[src/rtl/matrix_unloader.sv]
// rtl/matrix_unloader.sv - captures a flattened n x p float matrix and streams it out element by element
// Handshakes: c_stb/c_ack on the capture side, z_stb/z_ack per element on the output side.

module matrix_unloader #(
   parameter int n = 2,
   parameter int p = 2
) (
   input  logic                                clk,
   input  logic                                rst,
   input  logic [0:32*n*p-1]                   matrix_C,
   input  logic                                c_stb,
   output logic                                c_ack,
   output logic [31:0]                         z,
   output logic                                z_stb,
   input  logic                                z_ack,
   output logic [((n > 1) ? $clog2(n) : 1)-1:0] z_row,
   output logic [((p > 1) ? $clog2(p) : 1)-1:0] z_col,
   output logic                                z_last,
   output logic                                busy
);

   localparam int NE = n * p;
   localparam int KW = (NE > 1) ? $clog2(NE) : 1;
   localparam int RW = (n > 1) ? $clog2(n) : 1;
   localparam int CW = (p > 1) ? $clog2(p) : 1;
   localparam logic [KW-1:0] K_LAST = KW'(NE - 1);
   localparam logic [CW-1:0] C_LAST = CW'(p - 1);

   typedef enum logic [1:0] {S_IDLE, S_ACK, S_SEND} state_t;

   state_t         state_q;
   logic [KW-1:0]  k_q;
   logic [KW-1:0]  k_d;
   logic           armed_q;
   logic           c_ack_q;
   logic           z_stb_q;
   logic [31:0]    z_q;
   logic [RW-1:0]  row_q;
   logic [CW-1:0]  col_q;
   logic           z_last_q;
   logic [31:0]    mem_q [NE];
   logic           capture;

   assign capture = (state_q == S_IDLE) && c_stb && armed_q;
   assign k_d     = k_q + KW'(1);

   // Buffer is only ever read after a capture, so it needs no reset.
   always_ff @(posedge clk) begin
      if (capture) begin
         for (int i = 0; i < NE; i++) begin
            mem_q[i] <= matrix_C[i*32 +: 32];
         end
      end
   end

   always_ff @(posedge clk or negedge rst) begin
      if (!rst) begin
         state_q  <= S_IDLE;
         k_q      <= '0;
         armed_q  <= 1'b1;
         c_ack_q  <= 1'b0;
         z_stb_q  <= 1'b0;
         z_q      <= '0;
         row_q    <= '0;
         col_q    <= '0;
         z_last_q <= 1'b0;
      end else begin
         // A low strobe re-arms capture in any state; capture requires a high strobe.
         if (!c_stb) begin
            armed_q <= 1'b1;
         end
         case (state_q)
            S_IDLE: begin
               if (capture) begin
                  armed_q <= 1'b0;
                  c_ack_q <= 1'b1;
                  state_q <= S_ACK;
               end
            end
            S_ACK: begin
               c_ack_q  <= 1'b0;
               k_q      <= '0;
               row_q    <= '0;
               col_q    <= '0;
               z_q      <= mem_q[0];
               z_last_q <= (K_LAST == '0);
               z_stb_q  <= 1'b1;
               state_q  <= S_SEND;
            end
            S_SEND: begin
               if (z_ack) begin
                  if (k_q == K_LAST) begin
                     state_q  <= S_IDLE;
                     z_stb_q  <= 1'b0;
                     z_q      <= '0;
                     z_last_q <= 1'b0;
                     k_q      <= '0;
                     row_q    <= '0;
                     col_q    <= '0;
                  end else begin
                     k_q      <= k_d;
                     z_q      <= mem_q[k_d];
                     z_last_q <= (k_d == K_LAST);
                     if (col_q == C_LAST) begin
                        col_q <= '0;
                        row_q <= row_q + RW'(1);
                     end else begin
                        col_q <= col_q + CW'(1);
                     end
                  end
               end
            end
            default: state_q <= S_IDLE;
         endcase
      end
   end

   assign c_ack  = c_ack_q;
   assign z      = z_q;
   assign z_stb  = z_stb_q;
   assign z_row  = row_q;
   assign z_col  = col_q;
   assign z_last = z_last_q;
   assign busy   = (state_q != S_IDLE);

endmodule

[config.mk]
export PLATFORM = sky130hd
export DESIGN_NAME = matrix_unloader
export DESIGN_NICKNAME = d
export VERILOG_FILES = /design/src/rtl/matrix_unloader.sv
export SDC_FILE = /design/constraint.sdc
export NUM_CORES = 1
export LEC_CHECK = 0
export ABC_AREA = 1
export BUFFER_PORTS_ARGS = -buffer_cell sky130_fd_sc_hd__buf_2
export CORE_MARGIN = 10
export CORE_UTILIZATION = 58
export DETAILED_ROUTE_END_ITERATION = 10
export PLACE_DENSITY = 0.84
export SYNTH_ARGS = -nofsm -noshare
export SYNTH_HDL_FRONTEND = slang
export SYNTH_SLANG_ARGS = --single-unit
[constraint.sdc]
create_clock -name clk -period 10.2 [get_ports clk]
set_input_delay 1.02 -clock clk [delete_from_list [all_inputs] [get_ports clk]]
set_output_delay 1.02 -clock clk [all_outputs]
set_load 0.01 [all_outputs]
# Word-level counts from Yosys, hierarchy flattened
# Memories as Yosys holds them, arrays and structs flattened.
# Index checks and enable logic that the tools add are counted.
[totals]
ramBits = 128
reg_bits = 42
output_inout_bits = 38
word_cells = 63
mem_count = 1
[op_classes]
n_mux = 31
addsub = 3
eq_ne = 8
reduce_logical = 11
[mem_list]
columns = ["name", "depth", "word_bits", "read_ports", "rd_clocked_by_memory_dff", "wr", "line", "rtl"]
rows = [
  ["mem_q", 4, 32, 2, 0, 4, "41", "logic [31:0] mem_q [NE];"],
]
[op_table]
columns = ["operator", "count"]
rows = [
  ["$mux 32", 2],
  ["$pmux 32 s2", 1],
  ["$mux 1", 16],
  ["$mux 2", 5],
  ["$pmux 1 s2", 5],
  ["$reduce_and 3->1", 3],
  ["$eq 2x2->1 const B", 3],
  ["$ne 2x2->1 const B", 3],
  ["$pmux 2 s3", 1],
  ["$reduce_bool 2->1", 3],
  ["$pmux 2 s2", 1],
  ["$reduce_and 2->1", 2],
  ["$ne 3x3->1 const B", 1],
  ["$add 1x1->1 const B", 2],
  ["$add 2x1->2 const B", 1],
  ["$eq 2x1->1 const B", 1],
  ["$logic_and 1x1->1", 2],
  ["$logic_not 2->1", 1],
]

# Depth between registers and ports, before layout
[depth]
word_depth = 5
ltp_mapped = 11
mapped_depth_nobuf = 7

# Least setup slack after synthesis
# OpenSTA, ideal clock, no wires.
[synth_timing]
kind = "input port to flip-flop"
from = "in c_stb"
to = "mem mem_q[0][0], enable pin"
cell_stages = 2
slack_ns = 6.106
setup_time_ns = 0.481
n_path_buf = 0
t_arrival_ns = 3.613
required_ns = 9.719
path_cell_list = "nand3_1 inv_1"
[synth_rtl]
columns = ["element", "line", "rtl"]
rows = [
  ["start, declared", "11", "input logic c_stb,"],
  ["end, declared", "41", ""],
]

# Worst setup path after layout
[layout_timing]
from = "reg k_q[0]"
to = "reg z_q[27] (netlist: z[27])"
[layout_between]
elab_chain_len = 5
[layout_lines]
columns = ["element", "line", "rtl"]
rows = [
  ["start, declared", "32", "logic [KW-1:0] k_q;"],
  ["start signal, assigned", "101", "k_q <= k_d;"],
  ["$add 2x1->2", "45", "assign k_d = k_q + KW'(1);"],
  ["$mem_v2 4x32", "--", ""],
  ["$mux 32 *", "92", "if (k_q == K_LAST) begin"],
  ["$mux 32 *", "91", "if (z_ack) begin"],
  ["$pmux 32 s2 *", "72", "case (state_q)"],
  ["end signal, assigned", "85", "z_q <= mem_q[0];"],
  ["end signal, assigned", "102", "z_q <= mem_q[k_d];"],
  ["end, declared", "37", "logic [31:0] z_q;"],
]
# Mark *: on every way between the ends. The rest lies on a longest branch, timed or not. The select of a mux whose other input is x is not followed.
# A chain may end at the register's enable or synchronous reset.

==> impl_metrics.yaml <==
worst_setup_path:
  timing.rr.start: "k_q[0]$_DFFE_PN0P_"
  regToRegSetupSlack_ns: 7.32
  critical_path_cell_count: 10
  critPathTopFamily: "buffers and inverters"
  end_kind: "flip-flop"
  cp_num_buf_inv: 5
  critical_path_required_ns: 10.55
  crit_path_arrival_time_ns: 3.24
  timing.critical_path.cells: "buf_4 > inv_2 > ha_1 > buf_4 > inv_1 > buf_4 > nand3_1 > nand2_1 > nand2_1 > a21oi_1"
  crit_path_max_fanout: 66
  timing.critical_path.from: "k_q[0]$_DFFE_PN0P_"
  rr_endpoint: "z[27]$_DFFE_PN0P_"
  crit_top_cell: "sky130_fd_sc_hd__buf_4"
  worst-setup-path-type: "reg2reg"
  cpMaxStageDelayCell: "sky130_fd_sc_hd__buf_4"
  worst_setup_start_kind: "flip-flop"
  cpPeakStageDelay_ns: 0.56
  r2r_cells: 10
logic_synthesis:
  syn_nets: 856
  synth.yosys.seq_area_share: 0.6721
  netlist_area_um2: 7284
  ys.warnings.count: 0
  avgSynthCellArea_um2: 10.09
  netlist-cell-type-count: 21
  synth.ff_latch_count: 170
  syn_inst: 722
finish:
  design.final.nets: 1016
  commonest_cells_after_routing_fill_and_taps_aside: "sky130_fd_sc_hd__nand2_1 (202), sky130_fd_sc_hd__buf_2 (169), sky130_fd_sc_hd__inv_1 (133)"
  layout-drive-gt1-share: 0.2480
  fillers: 868
  multi_input_area_um2: 1678
  layout_commonest_cell: "sky130_fd_sc_hd__nand2_1"
  syn2layout_area_growth_pct: 20.53
  total_area_of_sequential_cells_um2: 4897
detailed_routing:
  drc: 0
  total_routed_length_mm: 17.25
  num_vias: 5387
  routed_wire_length_per_instance_um: 16.19
  dr.pass1.iters: 5
  vias_per_cell: 5.053
  drt.antenna.violating_nets: 0
  initialDrtViolationCount: 353
status:
  run_status: "complete, no violations"
timing:
  grt_setup_unrepaired: "no"
  finalHoldViolCount: 0
  fmaxAchievable_ghz: 0.3470
  final.setup.tns_ns: 0
  post-route-period-util: 0.2825
  slew_headroom: 0.3007
  worst_slew_pin_slew_ns: 1.049
  fin_skew_ns: 0.008138
  final_slew_viol_count: 0
  finalCriticalPeriod_ns: 2.882
  hold-worst-slack_ns: 0.4704
  setup_viol: 0
die:
  coreArea_um2: 12160
  die-width_um: 132.1
  ios: 170
  total_die_area_um2: 17440
  row_count: 40
  initial_core_util: 0.5990
  chipHeight_um: 132.1
placed_design:
  hpwl_after_detailed_placement_mm: 10.88
  weighted_congestion_at_the_end_of_routability_driven_global_placement: 0.8034
  portBuffers: 169
clock_network:
  worst_skew_pair.late_latency_ns: 0.43
  cts.sinks: 170
  cts_post_setup_buffers_inserted: 0
  numCtsBuffers: 17
  cts-htree-levels: 4
  post_cts_resize_count: 0
  hold_buffers: 0
  tritoncts: "yes"
  cts-root-buf: "sky130_fd_sc_hd__clkbuf_16"
  cts.reportedPaths.clkPinSlew_ns: 0.07
  clk_path_buf_depth: 2
power:
  power.share.clock: 0.244
  power.switching_fraction: 0.3788
  p_switching_uw: 989.6
  share_comb_of_total_power: 0.361
  vdd.ir_drop.worst_v: 0.0002599
  total_power_mw: 2.612
  leakage_nw: 4.199
  cellInternalPower_mw: 1.623
  p_per_area_nw_per_um2: 297.6
  seq_power_share: 0.395
global_route:
  number_of_antenna_violations_at_the_first_check_in_global_routing: 4
  first_global_vias: 5504
  grt_start_max_net_pins: 82
  grt.total_usage: 0.2009
  globalRouteOverflowTotal: 0
  grt_first_pass_wirelength_mm: 27.72
job:
  maxCapViolCount: 0
min_path:
  hold_path.startpoint: "armed_q$_DFF_PN1_"
  hold_path_depth: 2
  min_delay_worst_type: "reg2reg"
  hold_end: "armed_q$_DFF_PN1_"
-- through the flow --
stage,worst slack [ns],instances,area [um^2],util
2_1_floorplan,6.106,722,7284,-
3_3_place_gp,7.130,1031,8183,0.6728
3_5_place_dp,7.109,1031,8183,0.6728
4_1_cts,7.313,1063,8772,0.7213
5_1_grt,7.084,1065,8777,0.7217
6_report,7.318,1066,8780,0.7219
-- worst register-to-register path, delay by kind of cell (launching register included) --
family | cells | cell delay (ns)
buffers and inverters | 5 | 1.78
DFF | 1 | 0.34
and+or+nand+nor | 3 | 0.24
AOI/OAI and AO/OA | 1 | 0.15
adders and majority gates | 1 | 0.31
-- cell type report --
cell class,instances,share of cell area
multi-input combinational,383,0.1911
clock buffer,18,0.04888
timing repair buffer,174,0.1006
clock inverter,14,0.01824
tap,168,0.02394
sequential,170,0.5578
inverter,136,0.05857
antenna,3,0.0008551
-- state kept, by name (all words and copies together) (netlist names) --
name,flops
mem_q,128
z,32
k_q,2
state_q,2
armed_q,1
c_ack,1
z_col,1
z_last,1
z_row,1
z_stb,1
-- logic make-up after synthesis --
logic type                 after synthesis  share of synthesized area
adders and majority gates                2                   0.003435
buffers and inverters                  169                    0.09756
and+or+nand+nor                        311                     0.1743
AOI/OAI and AO/OA                       70                    0.05256
DFF                                    170                     0.6721
-- power by group through the flow --
stage	sequential (mW)	combinational, mW	clock (mW)
2_1_floorplan	1.07	0.645	0
3_3_place_gp	1.04	0.914	0
3_5_place_dp	1.04	0.936	0
4_1_cts	1.03	0.949	0.645
5_1_grt	1.05	1.07	0.679
6_report	1.03	0.943	0.638
-- cells in the mapped netlist (all sizes together) --
master  count  area [um^2]
dfrtp      41         1026
clkinv      1        5.000
ha          2        25.02
o21ai      36        180.2
clkbuf     13        80.07
a21oi      33        195.2
inv       135        506.7
nand3      70        350.3
nor2       36        137.6
dfstp       1        26.28
buf        20        118.9
nand2     205        782.0
edfxtp    128         3844
o21a        1        7.510
-- worst max path at each step --
stage	endpoint	slack, ns
2_1_floorplan	mem_q[0][0]$_DFFE_PP_	6.11
3_3_place_gp	mem_q[1][24]$_DFFE_PP_	7.13
3_5_place_dp	mem_q[0][27]$_DFFE_PP_	7.11
4_1_cts	z[27]$_DFFE_PN0P_	7.31
5_1_grt	z[28]$_DFFE_PN0P_	7.08
6_report	z[27]$_DFFE_PN0P_	7.32
-- metal layers --
metal	up-vias	GRT usage	routed length (um)	share of wire
met5	-	0	13	0.00075
met4	2	0.07664	314	0.018
met3	29	0.08155	1547	0.090
met2	222	0.3230	8480	0.49
met1	2515	0.2363	6898	0.40
li1	2619	-	-	-
(Power assumes the default switching activity.)
